### src/rtl/cpu_instr_fetch_pkg.sv
// Shared definitions for the instruction fetch unit: widths, the default
// reset PC, FSM state encodings and the prefetch buffer entry layout.
package cpu_instr_fetch_pkg;

  localparam int CPU_XLEN         = 32;
  localparam int CPU_INSTR_LENGTH = 32;
  localparam int CPU_BUS_AW       = 26;

  localparam logic [31:0] CPU_RESET_PC = 32'h0000_0000;

  typedef enum logic [1:0] {
    ST_IDLE  = 2'd0,
    ST_WAIT  = 2'd1,
    ST_FLUSH = 2'd2,
    ST_HALT  = 2'd3
  } fetch_state_e;

  typedef struct packed {
    logic [31:0] instr;
    logic [31:0] pc;
    logic        misaligned;
  } fetch_entry_t;

  localparam fetch_entry_t ENTRY_CLEAR = '{instr: 32'd0, pc: 32'd0, misaligned: 1'b0};

  // Instructions are word aligned; only the two low address bits matter.
  function automatic logic pc_is_aligned(input logic [1:0] pc_lo);
    return (pc_lo == 2'b00);
  endfunction

endpackage

### src/rtl/cpu_instr_fetch_fifo.sv
// Two-entry prefetch buffer. Entries shift toward slot 0 so the head is
// always a register and stays stable until it is popped.
module cpu_fetch_fifo
  import cpu_instr_fetch_pkg::*;
(
  input  logic        clk,
  input  logic        clr_n,
  input  logic        push,
  input  logic        pop,
  input  logic        flush,
  input  logic [31:0] push_instr,
  input  logic [31:0] push_pc,
  input  logic        push_misaligned,
  output logic        full,
  output logic        empty,
  output logic [1:0]  count,
  output logic [31:0] head_instr,
  output logic [31:0] head_pc,
  output logic        head_misaligned
);

  fetch_entry_t mem_r [2];
  logic [1:0]   count_r;
  logic         push_s;
  logic         pop_s;
  fetch_entry_t push_entry_s;

  // Qualify requests so an empty pop or a full push can never corrupt state.
  always_comb begin
    pop_s                   = pop && (count_r != 2'd0);
    push_s                  = push && ((count_r != 2'd2) || pop_s);
    push_entry_s.instr      = push_instr;
    push_entry_s.pc         = push_pc;
    push_entry_s.misaligned = push_misaligned;
  end

  // Buffer storage and occupancy; flush empties it in one cycle.
  always_ff @(posedge clk) begin
    if (!clr_n || flush) begin
      mem_r[0] <= ENTRY_CLEAR;
      mem_r[1] <= ENTRY_CLEAR;
      count_r  <= 2'd0;
    end else begin
      case ({push_s, pop_s})
        2'b10: begin
          if (count_r == 2'd0) begin
            mem_r[0] <= push_entry_s;
          end else begin
            mem_r[1] <= push_entry_s;
          end
          count_r <= count_r + 2'd1;
        end
        2'b01: begin
          mem_r[0] <= mem_r[1];
          count_r  <= count_r - 2'd1;
        end
        2'b11: begin
          if (count_r == 2'd1) begin
            mem_r[0] <= push_entry_s;
          end else begin
            mem_r[0] <= mem_r[1];
            mem_r[1] <= push_entry_s;
          end
        end
        default: count_r <= count_r;
      endcase
    end
  end

  assign full            = (count_r == 2'd2);
  assign empty           = (count_r == 2'd0);
  assign count           = count_r;
  assign head_instr      = mem_r[0].instr;
  assign head_pc         = mem_r[0].pc;
  assign head_misaligned = mem_r[0].misaligned;

endmodule

### src/rtl/cpu_instr_fetch.sv
// Instruction fetch unit: issues word reads to the bus, queues returned
// words in a 2-entry prefetch buffer, and handles redirects and
// misaligned-target faults.
module cpu_instr_fetch
  import cpu_instr_fetch_pkg::*;
#(
  parameter logic [31:0] RESET_PC   = CPU_RESET_PC,
  parameter int          FIFO_DEPTH = 2
) (
  input  logic        clk,
  input  logic        clr_n,
  input  logic        redirect_valid,
  input  logic [31:0] redirect_pc,
  output logic        bus_req,
  output logic [25:0] bus_addr,
  input  logic        bus_ack,
  input  logic [31:0] bus_rdata,
  output logic        instr_valid,
  output logic [31:0] instr,
  output logic [31:0] instr_pc,
  output logic        instr_misaligned,
  input  logic        instr_ready
);

  localparam logic [1:0] DEPTH_C = FIFO_DEPTH[1:0];

  fetch_state_e                  state_r;
  fetch_state_e                  state_nxt_s;
  logic [CPU_XLEN-1:0]           fetch_pc_r;
  logic [CPU_XLEN-1:0]           fetch_pc_nxt_s;
  logic [CPU_BUS_AW-1:0]         bus_addr_r;
  logic [CPU_BUS_AW-1:0]         bus_addr_nxt_s;
  logic                          bus_req_r;
  logic                          push_s;
  logic [CPU_INSTR_LENGTH-1:0]   push_instr_s;
  logic                          push_misaligned_s;
  logic                          pop_s;
  logic                          fifo_full_s;
  logic                          fifo_empty_s;
  logic [1:0]                    fifo_count_s;
  logic                          slot_free_s;

  // A request is only started when no entry could overflow the buffer;
  // in IDLE nothing is outstanding, so buffer occupancy alone decides.
  assign slot_free_s = !fifo_full_s && (fifo_count_s < DEPTH_C);
  assign pop_s       = instr_valid && instr_ready;

  // Next-state, next fetch PC and buffer push decisions.
  always_comb begin
    state_nxt_s       = state_r;
    fetch_pc_nxt_s    = fetch_pc_r;
    bus_addr_nxt_s    = bus_addr_r;
    push_s            = 1'b0;
    push_instr_s      = 32'd0;
    push_misaligned_s = 1'b0;
    case (state_r)
      ST_IDLE: begin
        if (redirect_valid) begin
          fetch_pc_nxt_s = redirect_pc;
        end else if (slot_free_s) begin
          if (pc_is_aligned(fetch_pc_r[1:0])) begin
            state_nxt_s    = ST_WAIT;
            bus_addr_nxt_s = fetch_pc_r[25:0];
          end else begin
            push_s            = 1'b1;
            push_misaligned_s = 1'b1;
            state_nxt_s       = ST_HALT;
          end
        end else begin
          state_nxt_s = ST_IDLE;
        end
      end
      ST_WAIT: begin
        if (redirect_valid) begin
          fetch_pc_nxt_s = redirect_pc;
          state_nxt_s    = bus_ack ? ST_IDLE : ST_FLUSH;
        end else if (bus_ack) begin
          push_s         = 1'b1;
          push_instr_s   = bus_rdata;
          fetch_pc_nxt_s = fetch_pc_r + 32'd4;
          state_nxt_s    = ST_IDLE;
        end else begin
          state_nxt_s = ST_WAIT;
        end
      end
      ST_FLUSH: begin
        // The old request stays on the bus until it is acknowledged; its
        // data is dropped. A completing ack always ends the flush.
        if (redirect_valid) begin
          fetch_pc_nxt_s = redirect_pc;
        end else begin
          fetch_pc_nxt_s = fetch_pc_r;
        end
        if (bus_ack) begin
          state_nxt_s = ST_IDLE;
        end else begin
          state_nxt_s = ST_FLUSH;
        end
      end
      ST_HALT: begin
        if (redirect_valid) begin
          fetch_pc_nxt_s = redirect_pc;
          state_nxt_s    = ST_IDLE;
        end else begin
          state_nxt_s = ST_HALT;
        end
      end
      default: begin
        state_nxt_s = ST_IDLE;
      end
    endcase
  end

  // State, fetch PC and registered bus request/address.
  always_ff @(posedge clk) begin
    if (!clr_n) begin
      state_r    <= ST_IDLE;
      fetch_pc_r <= RESET_PC;
      bus_addr_r <= RESET_PC[25:0];
      bus_req_r  <= 1'b0;
    end else begin
      state_r    <= state_nxt_s;
      fetch_pc_r <= fetch_pc_nxt_s;
      bus_addr_r <= bus_addr_nxt_s;
      bus_req_r  <= (state_nxt_s == ST_WAIT) || (state_nxt_s == ST_FLUSH);
    end
  end

  cpu_fetch_fifo u_fifo (
    .clk             (clk),
    .clr_n           (clr_n),
    .push            (push_s),
    .pop             (pop_s),
    .flush           (redirect_valid),
    .push_instr      (push_instr_s),
    .push_pc         (fetch_pc_r),
    .push_misaligned (push_misaligned_s),
    .full            (fifo_full_s),
    .empty           (fifo_empty_s),
    .count           (fifo_count_s),
    .head_instr      (instr),
    .head_pc         (instr_pc),
    .head_misaligned (instr_misaligned)
  );

  assign bus_req     = bus_req_r;
  assign bus_addr    = bus_addr_r;
  assign instr_valid = !fifo_empty_s;

endmodule

### config.mk
export PLATFORM = sky130hd
export DESIGN_NAME = cpu_instr_fetch
export DESIGN_NICKNAME = d
export VERILOG_FILES = /design/src/rtl/cpu_instr_fetch_pkg.sv /design/src/rtl/cpu_instr_fetch_fifo.sv /design/src/rtl/cpu_instr_fetch.sv
export SDC_FILE = /design/constraint.sdc
export NUM_CORES = 1
export LEC_CHECK = 0
export ABC_AREA = 1
export CORE_MARGIN = 3
export CORE_UTILIZATION = 35
export DETAILED_ROUTE_END_ITERATION = 16
export PLACE_DENSITY = 0.56
export SETUP_SLACK_MARGIN = 0.5
export SYNTH_ARGS = -nofsm -noshare
export SYNTH_HDL_FRONTEND = slang
export SYNTH_HIERARCHICAL = 1
export SYNTH_SLANG_ARGS = --single-unit
### constraint.sdc
create_clock -name clk -period 9.65 [get_ports clk]
set_input_delay 1.4475 -clock clk [delete_from_list [all_inputs] [get_ports clk]]
set_output_delay 1.4475 -clock clk [all_outputs]
set_load 0.01 [all_outputs]
Yosys cells after proc, flatten, opt, wreduce, memory -nomap -nowiden:

Memories as Yosys holds them, arrays and structs flattened.
Index checks and enable logic that the tools add are counted.

* bits in registers: 63
* bits in latches: 0
* bits in writable memories: 130
* memory bits (read-only): 0
* input bits: 69
* output and inout bits: 93
* memories kept: 1

Memories
* u_fifo.mem_r: words 2, bits a word 65, read ports 2, clocked after Yosys merged registers in 0, write ports 2, RTL line cpu_instr_fetch_fifo.sv:22 `fetch_entry_t mem_r [2];`

* add/subtract/negate cells: 3
* multiply operators: 0
* divide/modulo/power cells: 0
* order comparisons: 1
* equal/unequal tests: 13
* shift-type cells: 0
* muxes and demuxes: 50
* bitwise logic cells: 7
* reductions and logical operators: 18

Operators by type and width (number)
* $mux 65: 6
* $mux 32: 6
* $pmux 32 s2: 1
* $add 32x3->32 const B: 1
* $mux 1: 28
* $eq 2x2->1 const B: 6
* $mux 2: 6
* $eq 2x1->1 const B: 4
* $pmux 2 s4: 1
* $logic_not 2->1: 3
* $or 1x1->1: 6
* $logic_and 1x1->1: 4
* $pmux 2 s2: 1
* $reduce_and 4->1: 1
* $reduce_bool 2->1: 2
* $logic_not 1->1: 3
* $logic_or 1x1->1: 3
* $ne 3x3->1 const B: 1
* $reduce_or 3->1: 1
* $add 2x1->2 const B: 1
* $lt 2x2->1 const B: 1
* $ne 2x1->1 const B: 1
* $ne 2x2->1 const B: 1
* $pmux 1 s2: 1
* 3 further kinds: 3

Longest topological paths before layout:

* depth in word-level cells: 15
* mapped depth: 14
* depth with buffers taken out: 11

By module:

Netlist, hierarchy kept.

Modules (own cells, without submodules)
* cpu_fetch_fifo: instances 1, cells each 725, area each 6723.9 um^2
* cpu_instr_fetch: instances 1, cells each 603, area each 3716.1 um^2

Least setup slack after synthesis:

No wires, ideal clock.

* kind: input port to flip-flop
* start: in redirect_valid
* end: mem u_fifo/mem_r[0][100] (netlist name) (enable)
* setup time: 0.578 ns
* data arrival time: 6.834 ns
* required time: 9.072 ns
* setup slack: 2.239 ns
* stages on the path: 10
* path buffers: 1
* path through: inv_2 > nand2_2 > inv_1 > nand2_1 > buf_2 > nand2_1 > inv_2 > nor2_4 > nand2_2 > o21ai_0

RTL lines
* start: declaration: RTL line cpu_instr_fetch.sv:12 `input logic redirect_valid,`
* end: declaration: RTL line cpu_instr_fetch_fifo.sv:22

==> results.yml <==
detailed_routing:
  drt-total-wl_mm: 26.28
  ant_nets: 0
  drt_first_iter_violations: 649
  num_vias: 8232
  vias_per_cell: 4.612
  first_pass_iters: 5
  routedWlPerCell_um: 14.72
  drc: 0
critical_path:
  slowest_stage: "nand2_1"
  crit_buf_inv: 5
  crit_path_start_kind: "input pin"
  cp_top_family: "simple AND/OR/NAND/NOR gates"
  path_cells: "clkdlybuf4s50_1 -> inv_2 -> nand2_2 -> inv_1 -> nand2_1 -> nand2_1 -> inv_2 -> nor2_4 -> nand2_2 -> nor2_4 -> buf_4 -> nand2_1 -> nand2_1"
  required_ps: 9950
  crit_fanout: 35
  crit_path_max_incr_delay_ps: 640
  path_class: "in -> reg"
  cp_data_arrival_time_ps: 5110
  cp.depth: 13
  timing.critical_path.mode_cell: "nand2_1"
  rr_worst_depth: 10
  end_kind: "register"
cts:
  postCtsHoldBufs: 0
  cts_tree: "built"
  post_cts_buffers: 0
  htreeDepth: 4
  cts_num_sinks: 193
  path_clk_slew_ps: 70
  cts_root_buf: "clkbuf_16"
  numCtsBuffers: 17
  ctsResizeCount: 0
  cts.path.max_buffers: 2
  insertion_delay_ps: 440
sta:
  tightest_slew_ps: 1176
  slew_violations: 0
  finalHoldViolations: 0
  grt_setup_unrepaired: "no"
  finalClockSkew_ps: 13.31
  fmax_mhz: 208.3
  fin_setup_tns_ps: 0
  setup_violations: 0
  relSlewSlack: 0.2140
  post-route-period-util: 0.4975
  period_needed_ps: 4801
logic_synthesis:
  synthesis.area_mm2: 0.01044
  syn_nets: 1401
  synth_cell_types: 36
  yosys_register_bits: 193
  synth-warning-count: 6
  syn_avg_cell_area_um2: 7.861
  synth_seq_area_share: 0.4947
  netlist_instances: 1328
hold_path:
  worstHoldPathType: "reg -> reg"
  min_path_cells: 2
floorplan:
  initial_utilization: 0.3598
  die_w_um: 178.7
  io_pins: 162
  core_area_mm2: 0.02901
  die_area_mm2: 0.03194
  die_h_um: 178.7
  rows: 62
finish:
  syn_to_final_growth_pct: 18.50
  diodes: 0
  drive_gt1_frac: 0.06567
  stdcell_count: 1785
  nets: 1461
placement:
  gp_congestion: 0.8168
  post-place-cells: 1753
  hpwl_mm: 17.10
  port_buffers: 161
power_and_ir_drop:
  peakVddDrop_uv: 99.76
  p_leak_uw: 0.004995
  power_density_mw_per_mm2: 156.7
grt:
  grt_max_degree: 131
  gr-total-overflow: 0
  grt_pass1_wl_mm: 42.26
  grt_pass1_vias: 8015
  grt_antenna_before_repair: 0
  track_usage: 0.1670
run_status:
  status: "finished clean"
flow_run:
  maxCapViolCount: 0
## worst register-to-register path, cell delays in order (launching register included)
cell and delay (ps):
dfxtp_1 370, nor2_1 200, nand2_1 690, nand2_1 420
inv_2 100, nor2_4 130, nand2_2 150, nor2_4 640
buf_4 520, nand2_1 120, nand2_1 90
## logic make-up after synthesis
family,synth area share
buffers and inverters,0.1403
adders and majority gates,0.004794
and+or+nand+nor,0.2644
AOI/OAI and AO/OA,0.09144
muxes,0.0009588
xor gates and xnor gates,0.003356
DFF,0.4947
## cells in the mapped netlist
master	count	area, um2
inv_2	7	26.28
nor2_1	168	630.6
o21bai_1	3	22.52
buf_2	30	150.1
mux2i_1	1	10.01
edfxtp_1	130	3904
dfxtp_1	63	1261
nor2_2	6	37.54
nand3_1	101	505.5
buf_6	7	78.83
clkbuf_1	19	71.32
buf_1	2	7.510
buf_4	73	548.0
and2_1	1	6.260
ha_1	4	50.05
a21oi_2	4	35.03
a21oi_1	44	220.2
xnor2_1	3	26.28
nand2_1	344	1291
clkbuf_2	1	5.000
nor2_4	9	101.4
o22ai_1	1	6.260
nand2_4	3	33.78
a211oi_1	2	15.01
o21ai_0	123	615.6
o21ai_1	2	10.01
nor2_8	2	40.04
nand2_2	8	50.05
nor3_2	1	10.01
nor3_1	1	5.000
nand4_1	1	6.260
o211ai_1	4	30.03
or2_2	2	12.51
nand3_2	3	30.03
xor2_1	1	8.760
inv_1	154	578.1
## worst paths after layout
kind,from,endpoint,slack [ps]
max reg2reg,state_r[1],u_fifo/mem_r[0][31],6100
max,redirect_valid,u_fifo/mem_r[0][31],4850
min,bus_addr[0],bus_addr[0],440
min reg2reg,bus_addr[0],bus_addr[0],440
## sequential cells by signal, indices dropped and copies added (netlist names)
signal / flops
u_fifo/count: 2
bus_addr: 26
u_fifo/mem_r: 130
fetch_pc_r: 32
bus_req: 1
state_r: 2
## metrics by stage
step / util / total power [uW] / setup slack, ps / hold WS (ps) / instance area (um2)
2_1_floorplan: - / 1152 / 2239 / 459.6 / 10440
6_report: 0.4264 / 1939 / 4849 / 441.0 / 12370
3_3_place_gp: 0.4067 / 1262 / 4473 / 423.0 / 11800
3_5_place_dp: 0.4067 / 1263 / 4368 / 431.6 / 11800
5_1_grt: 0.4264 / 2022 / 4498 / 458.4 / 12370
4_1_cts: 0.4264 / 1962 / 4830 / 444.4 / 12370
## layout make-up
class / count / area [um2]
Clock buffer: 18 / 429.2
Multi-Input combinational cell: 842 / 3847
Timing Repair Buffer: 173 / 1702
Clock inverter: 14 / 143.9
Tap cell: 384 / 480.5
Inverter: 161 / 604.3
Fill cell: 2961 / 16640
Sequential cell: 193 / 5165
## routing by layer
metal | GRT usage | up-vias | wire [um]
li1 | - | 4290 | -
met1 | 0.2317 | 3703 | 12840
met2 | 0.2664 | 219 | 11560
met3 | 0.03198 | 20 | 1558
met4 | 0.04773 | 0 | 323
met5 | 0 | - | 0
## placed cells by master, fill, tap and decap left out, types with 2 or more instances in the layout
cell             count
nand3_1            101
inv_2                7
clkdlybuf4s50_1    161
a21oi_1             44
nor2_2               6
clkbuf_16           17
xnor2_1              3
nor2_8               2
ha_1                 4
nand2_2              8
inv_8                6
inv_6                2
nor2_4              10
o21ai_0            122
dfxtp_1             63
edfxtp_1           130
nand2_1            343
or2_2                2
a211oi_1             2
a21oi_2              4
clkinv_4             4
nand3_2              3
o211ai_1             4
nor2_1             167
buf_4               12
o21bai_1             3
nand2_4              4
o21ai_4              2
inv_1              154
## power by group
group / internal, uW / switching [uW] / leakage (uW) / total, uW
Combinational: 116 / 142 / 0.00274 / 259
Sequential: 938 / 44.4 / 0.00198 / 983
Clock: 346 / 351 / 0.000280 / 697
No activity file was read; power rests on OpenSTA's default activity.
